--- src/rtl/wb_rr_arbiter.sv ---
// Round-robin arbiter sharing one Wishbone classic slave among NUM_MASTERS masters.
// The owner keeps the bus for its whole cyc; an ack watchdog turns a hung slave into err.
module wb_rr_arbiter #(
    parameter int NUM_MASTERS = 2,
    parameter int TIMEOUT     = 255
) (
    input  logic                      wb_clk_i,
    input  logic                      wb_rst_i,
    input  logic [32*NUM_MASTERS-1:0] wbm_adr_i,
    input  logic [32*NUM_MASTERS-1:0] wbm_dat_i,
    input  logic [4*NUM_MASTERS-1:0]  wbm_sel_i,
    input  logic [NUM_MASTERS-1:0]    wbm_we_i,
    input  logic [NUM_MASTERS-1:0]    wbm_cyc_i,
    input  logic [NUM_MASTERS-1:0]    wbm_stb_i,
    output logic [31:0]               wbm_dat_o,
    output logic [NUM_MASTERS-1:0]    wbm_ack_o,
    output logic [NUM_MASTERS-1:0]    wbm_err_o,
    output logic [31:0]               wbs_adr_o,
    output logic [31:0]               wbs_dat_o,
    output logic [3:0]                wbs_sel_o,
    output logic                      wbs_we_o,
    output logic                      wbs_cyc_o,
    output logic                      wbs_stb_o,
    input  logic [31:0]               wbs_dat_i,
    input  logic                      wbs_ack_i,
    output logic [NUM_MASTERS-1:0]    grant_o
);

    localparam int IDX_W = $clog2(NUM_MASTERS);
    localparam int WD_W  = (TIMEOUT > 0) ? $clog2(TIMEOUT + 1) : 1;
    localparam logic [WD_W-1:0]  WD_MAX   = WD_W'(TIMEOUT);
    localparam logic [WD_W-1:0]  WD_LAST  = WD_W'((TIMEOUT > 0) ? TIMEOUT - 1 : 0);
    localparam logic [IDX_W-1:0] LAST_IDX = IDX_W'(NUM_MASTERS - 1);

    typedef enum logic [1:0] {S_IDLE, S_BUSY, S_ERR} state_t;

    state_t                 state_q;
    logic [NUM_MASTERS-1:0] grant_q;
    logic [IDX_W-1:0]       owner_q;
    logic [IDX_W-1:0]       ptr_q;
    logic [WD_W-1:0]        wd_q;
    logic [WD_W-1:0]        wd_d;

    logic                   busy;
    logic                   timeout_hit;
    logic                   found;
    logic [IDX_W-1:0]       win_idx;
    logic [NUM_MASTERS-1:0] win_oh;
    logic [IDX_W-1:0]       next_ptr;
    logic                   owner_cyc;
    logic                   owner_stb;
    logic                   owner_we;
    logic [31:0]            owner_adr;
    logic [31:0]            owner_dat;
    logic [3:0]             owner_sel;

    assign busy     = (state_q == S_BUSY);
    assign next_ptr = (owner_q == LAST_IDX) ? '0 : owner_q + 1'b1;

    // NOTE: every always_comb output gets a default first so no latch is inferred.
    always_comb begin
        owner_cyc = 1'b0;
        owner_stb = 1'b0;
        owner_we  = 1'b0;
        owner_adr = '0;
        owner_dat = '0;
        owner_sel = '0;
        for (int k = 0; k < NUM_MASTERS; k++) begin
            if (owner_q == IDX_W'(k)) begin
                owner_cyc = wbm_cyc_i[k];
                owner_stb = wbm_stb_i[k];
                owner_we  = wbm_we_i[k];
                owner_adr = wbm_adr_i[32*k +: 32];
                owner_dat = wbm_dat_i[32*k +: 32];
                owner_sel = wbm_sel_i[4*k +: 4];
            end
        end
    end

    // First pass searches ptr..N-1, second pass wraps around to 0..ptr-1.
    always_comb begin
        found   = 1'b0;
        win_idx = ptr_q;
        for (int k = 0; k < NUM_MASTERS; k++) begin
            if (!found && IDX_W'(k) >= ptr_q && wbm_cyc_i[k]) begin
                found   = 1'b1;
                win_idx = IDX_W'(k);
            end
        end
        for (int k = 0; k < NUM_MASTERS; k++) begin
            if (!found && wbm_cyc_i[k]) begin
                found   = 1'b1;
                win_idx = IDX_W'(k);
            end
        end
        win_oh = '0;
        for (int k = 0; k < NUM_MASTERS; k++) begin
            win_oh[k] = (win_idx == IDX_W'(k));
        end
    end

    always_comb begin
        wd_d        = '0;
        timeout_hit = 1'b0;
        if (wbs_stb_o && !wbs_ack_i) begin
            wd_d        = (wd_q == WD_MAX) ? wd_q : wd_q + 1'b1;
            timeout_hit = (TIMEOUT != 0) && (wd_q >= WD_LAST);
        end
    end

    assign wbs_cyc_o = busy & owner_cyc;
    assign wbs_stb_o = busy & owner_cyc & owner_stb;
    assign wbs_we_o  = busy & owner_we;
    assign wbs_adr_o = busy ? owner_adr : '0;
    assign wbs_dat_o = busy ? owner_dat : '0;
    assign wbs_sel_o = busy ? owner_sel : '0;
    assign wbm_dat_o = wbs_dat_i;
    assign wbm_ack_o = grant_q & {NUM_MASTERS{wbs_ack_i & wbs_cyc_o}};
    assign wbm_err_o = grant_q & {NUM_MASTERS{state_q == S_ERR}};
    assign grant_o   = grant_q;

    // NOTE: sequential state uses non-blocking assignments only.
    always_ff @(posedge wb_clk_i) begin
        if (wb_rst_i) begin
            state_q <= S_IDLE;
            grant_q <= '0;
            owner_q <= '0;
            ptr_q   <= '0;
            wd_q    <= '0;
        end else begin
            wd_q <= wd_d;
            case (state_q)
                S_IDLE: begin
                    if (|wbm_cyc_i) begin
                        grant_q <= win_oh;
                        owner_q <= win_idx;
                        state_q <= S_BUSY;
                    end
                end
                S_BUSY: begin
                    if (!owner_cyc) begin
                        grant_q <= '0;
                        ptr_q   <= next_ptr;
                        state_q <= S_IDLE;
                    end else if (timeout_hit) begin
                        state_q <= S_ERR;
                    end
                end
                S_ERR: begin
                    grant_q <= '0;
                    ptr_q   <= next_ptr;
                    state_q <= S_IDLE;
                end
                default: begin
                    grant_q <= '0;
                    state_q <= S_IDLE;
                end
            endcase
        end
    end

endmodule
--- config.mk ---
export PLATFORM = sky130hd
export DESIGN_NAME = wb_rr_arbiter
export DESIGN_NICKNAME = d
export VERILOG_FILES = /design/src/rtl/wb_rr_arbiter.sv
export SDC_FILE = /design/constraint.sdc
export NUM_CORES = 1
export LEC_CHECK = 0
export CELL_PAD_IN_SITES_DETAIL_PLACEMENT = 1
export CELL_PAD_IN_SITES_GLOBAL_PLACEMENT = 1
export CORE_UTILIZATION = 14
export CTS_BUF_LIST = sky130_fd_sc_hd__clkbuf_4 sky130_fd_sc_hd__clkbuf_8
export CTS_CLUSTER_SIZE = 16
export DETAILED_ROUTE_END_ITERATION = 7
export GPL_ROUTABILITY_DRIVEN = 0
export GPL_TIMING_DRIVEN = 0
export PLACE_DENSITY_LB_ADDON = 0.1
export SYNTH_ARGS = -nofsm -noshare
export SYNTH_HDL_FRONTEND = slang
export SYNTH_SLANG_ARGS = --single-unit
--- constraint.sdc ---
create_clock -name wb_clk_i -period 1.62 [get_ports wb_clk_i]
set_input_delay 0.162 -clock wb_clk_i [delete_from_list [all_inputs] [get_ports wb_clk_i]]
set_output_delay 0.162 -clock wb_clk_i [all_outputs]
set_load 0.01 [all_outputs]
==> summary.md <==
| Metric | Value |
|---|---|
| Setup Skew | 1.289 ps |
| Inserted Clock Buffers | 3 |
| First-pass GRT wire length | 16.68 mm |
| Post-synthesis xor/xnor area fraction | 0.8398% |
| Routed met1 length | 4.385 mm |
| Fin Hold WS | 461.3 ps |
| Mean Syn Cell Area | 7.612 sq um |
| Measured slew at the worst slew-check pin | 676.0 ps |
| Fin. Hold Viols | 0 |
| Clock sinks | 14 |
| Worst Setup End Kind | flop |
| Initial core utilization | 14.35% |
| Clk Latency, worst-skew pair | 240 ps |
| Post-route total power | 1.903 mW |
| Routed Antenna Nets | 0 |
| Final instance count without filler cells | 717 |
| Residual DRC | 0 |
| Setup WS pre-CTS | -499.1 ps |
| Top delay family on crit path | simple AND/OR/NAND/NOR gates |
| Worst Setup Start Kind | flop |
| Final instance area | 0.005135 sq mm |
| Sw Ratio | 31.65% |
| Worst path cell trace | buf_6, mux2i_2, or4_4, buf_6, a2111oi_4 |
| Power density over the cells | 370.6 mW/mm^2 |
| Cell taking the most area after synthesis | mux2i_1 |
| Tmin final | 1650 ps |
| Via count | 2940 |
| Sequential share of the synthesized area | 13.44% |
| H-tree levels | 1 |
| Critical path's largest stage delay | 440 ps |
| Total grt overflow | 0 |
| Crit path max fanout | 5 |
| Kind of critical path | reg -> reg |
| Worst path buffer plus inverter count | 2 |
| Synth Instances | 274 |
| Overall Global Routing Usage | 14.35% |
| Die width | 124.1 um |
| Status | complete, but fails checks |
| Failing checks | setup timing |
| Placeable Area | 0.01453 sq mm |
| Maximum clock rate | 606.1 MHz |
| Highest metal used | met4 |
| Mux contribution to synthesized area | 35.63% |
| Pin count of the biggest net entering global routing | 11 |
| Routed length on met2 | 6.800 mm |
| # IOs | 286 |
| Util after Layout | 35.33% |
| Top-area cell type share of the netlist area | 34.55% |
| Routed wire length | 12.51 mm |
| Post-synth EDFFs | 0 |
| Root buffer cell | clkbuf_8 |
| Async set or reset register ratio after synthesis | 0% |
| CTS tree | yes |
| Fraction of the mapped netlist area in simple logic gates | 23.04% |
| Cell mode on critical path | buf_6 |
| Post-Synth Adder-Cell Area | 1.200% |
| RSZ-0062 raised after global routing | true |
| First-pass iteration count of the detailed router | 4 |
| DP Area | 0.004848 sq mm |
| Per-cell routed wire length | 17.44 um |
| CTS Hold Buffers Added | 0 |
| Final Slew Violations | 0 |
| Vias in the first global route | 2837 |
| Placed Instances | 711 |
| Slowest-stage cell, CP | or4_4 |
| Chip height | 124.1 um |
| Dpl hpwl | 10.59 mm |
| CP Data Required Time | 1760 ps |
| Final Setup Violations | 19 |
| Layout cells sized above 1 | 21.76% |
| Max Cap Viol | 0 |
| Syn_nets | 453 |
| P_leak | 2.028 nW |
| Top area cells in the synthesized netlist | mux2i_1 35%, dfxtp_1 13%, nor2_1 13%, buf_4 12%, buf_2 1.9% |
| Final Cycle Share | 101.8% |
| WL met3 | 1.222 mm |
| CTS max path bufs | 2 |
| Row count | 44 |
| Reg clk slew, reported paths | 60 ps |
| Clock power share | 15.1% |
| Synthesized flop and latch total | 14 |
| Min setup slack post-route | -29.83 ps |
| Main synth FF type | dfxtp_1 |
| NetSw | 0.6023 mW |
| Die ar. | 0.01539 sq mm |
| Synth Area in Compound Gates | 9.178% |
| Min-Delay Path Class | in -> reg |
| # diodes | 0 |
| Antenna violations before repair | 1 |
| Relative slew slack | 54.93% |
| Worst VDD drop | 0.3459 mV |
| Critical Path AT | 1790 ps |
| Area Overhead vs Synth | 146.2% |
| Internal power | 1.301 mW |
| Flop pwr share | 19.3% |
| Yosys warnings | 0 |
| 1st-iter DRT viols | 59 |
| Synth unique cells | 39 |
| # nets final | 714 |
| Setup TNS | -228.5 ps |
| Main combinational cell family by area after synthesis | multiplexers |
| Port Buf Inserts | 253 |
| Vias per cell | 4.100 |
| Mapped Area | 0.002086 sq mm |
| Logic gate share of total power | 65.7% |
==> tightest hold or removal path, delay by kind of cell <==
kind | cells | cell delay [ps]
buf+inv | 1 | 330
simple gates | 1 | 110
compound gates | 1 | 60
==> synth_stat cells (all sizes together), types with 3 or more instances <==
cell type / n
mux2i: 72
clkbuf: 10
nand3: 5
dfxtp: 14
buf: 42
inv: 3
and3: 3
nor3: 5
o21ai: 3
a2111oi: 4
nor2b: 4
nor2: 74
a21oi: 4
==> sequential cells by signal, indices dropped and copies added (netlist names) <==
| signal | count |
|---|---|
| wd_q | 8 |
| grant_o | 2 |
| state_q | 2 |
| owner_q | 1 |
| ptr_q | 1 |
==> power by group through the flow <==
| stage | combinational (mW) | sequential, mW | clock, mW |
|---|---|---|---|
| after global routing | 1.34 | 0.369 | 0.315 |
| after detailed placement | 1.23 | 0.372 | 0 |
| after global placement | 1.22 | 0.371 | 0 |
| after floorplan | 0.462 | 0.370 | 0 |
| after CTS | 1.25 | 0.367 | 0.299 |
| final | 1.25 | 0.367 | 0.286 |
==> final timing paths <==
kind                startpoint    endpoint  slack, ps  cells past startpoint
setup / recovery       owner_q  state_q[1]        -30                      5
hold / removal    wbm_cyc_i[1]     owner_q        460                      3
setup reg to reg       owner_q  state_q[1]        -30                      5
hold reg to reg        wd_q[6]     wd_q[6]        530                      1
==> cells by family (layout without fill, tap and decap cells) <==
group / Yosys count / after routing
adder cells (fa/ha/maj): 2 / 2
XOR/XNOR: 2 / 2
multiplexers: 74 / 74
AND/OR/NAND/NOR: 106 / 106
AO/OA/AOI/OAI: 21 / 21
buffers and inverters: 55 / 314
flip-flops: 14 / 14
==> routing by layer <==
metal	vias up	track usage, %
met5	-	0
met4	0	1.637
met3	6	4.121
met2	113	29.14
met1	1379	14.55
li1	1442	-
==> cells in the final DEF (no fill, tap or decap), types with 2 or more instances in the layout <==
cell	n
dlygate4sd2_1	40
clkdlybuf4s15_2	28
a21oi_1	4
a2111oi_2	2
a211oi_2	2
xnor2_1	2
buf_12	7
o21ai_0	3
buf_2	4
inv_1	3
nand2_1	2
clkdlybuf4s15_1	4
buf_6	4
clkbuf_8	7
nand4_1	2
mux2i_2	2
nor2_1	74
ha_1	2
buf_4	34
mux2_2	2
dfxtp_1	10
nor2b_1	3
clkdlybuf4s50_1	176
and2_1	2
nand3_1	5
clkbuf_2	2
nor3_1	3
dfxtp_4	3
clkbuf_4	3
and3_1	2
mux2i_1	69
==> final cells by class <==
type	instances	area, sq um
Fill cell	1698	9399
Sequential cell	14	292.8
Clock buffer	3	41.29
Multi-Input combinational cell	205	1525
Timing Repair Buffer	258	2535
Buffer	50	499.2
Inverter	3	11.26
Tap cell	184	230.2
==> what timing repair did <==
action                                  in CTS  in global routing
buffers inserted                             1                  1
hold endpoints to repair                     0                  0
cloned                                       3                  0
gates resized for setup                    213                 13
endpoints found under the setup margin      85                 75
(Power assumes the default switching activity.)
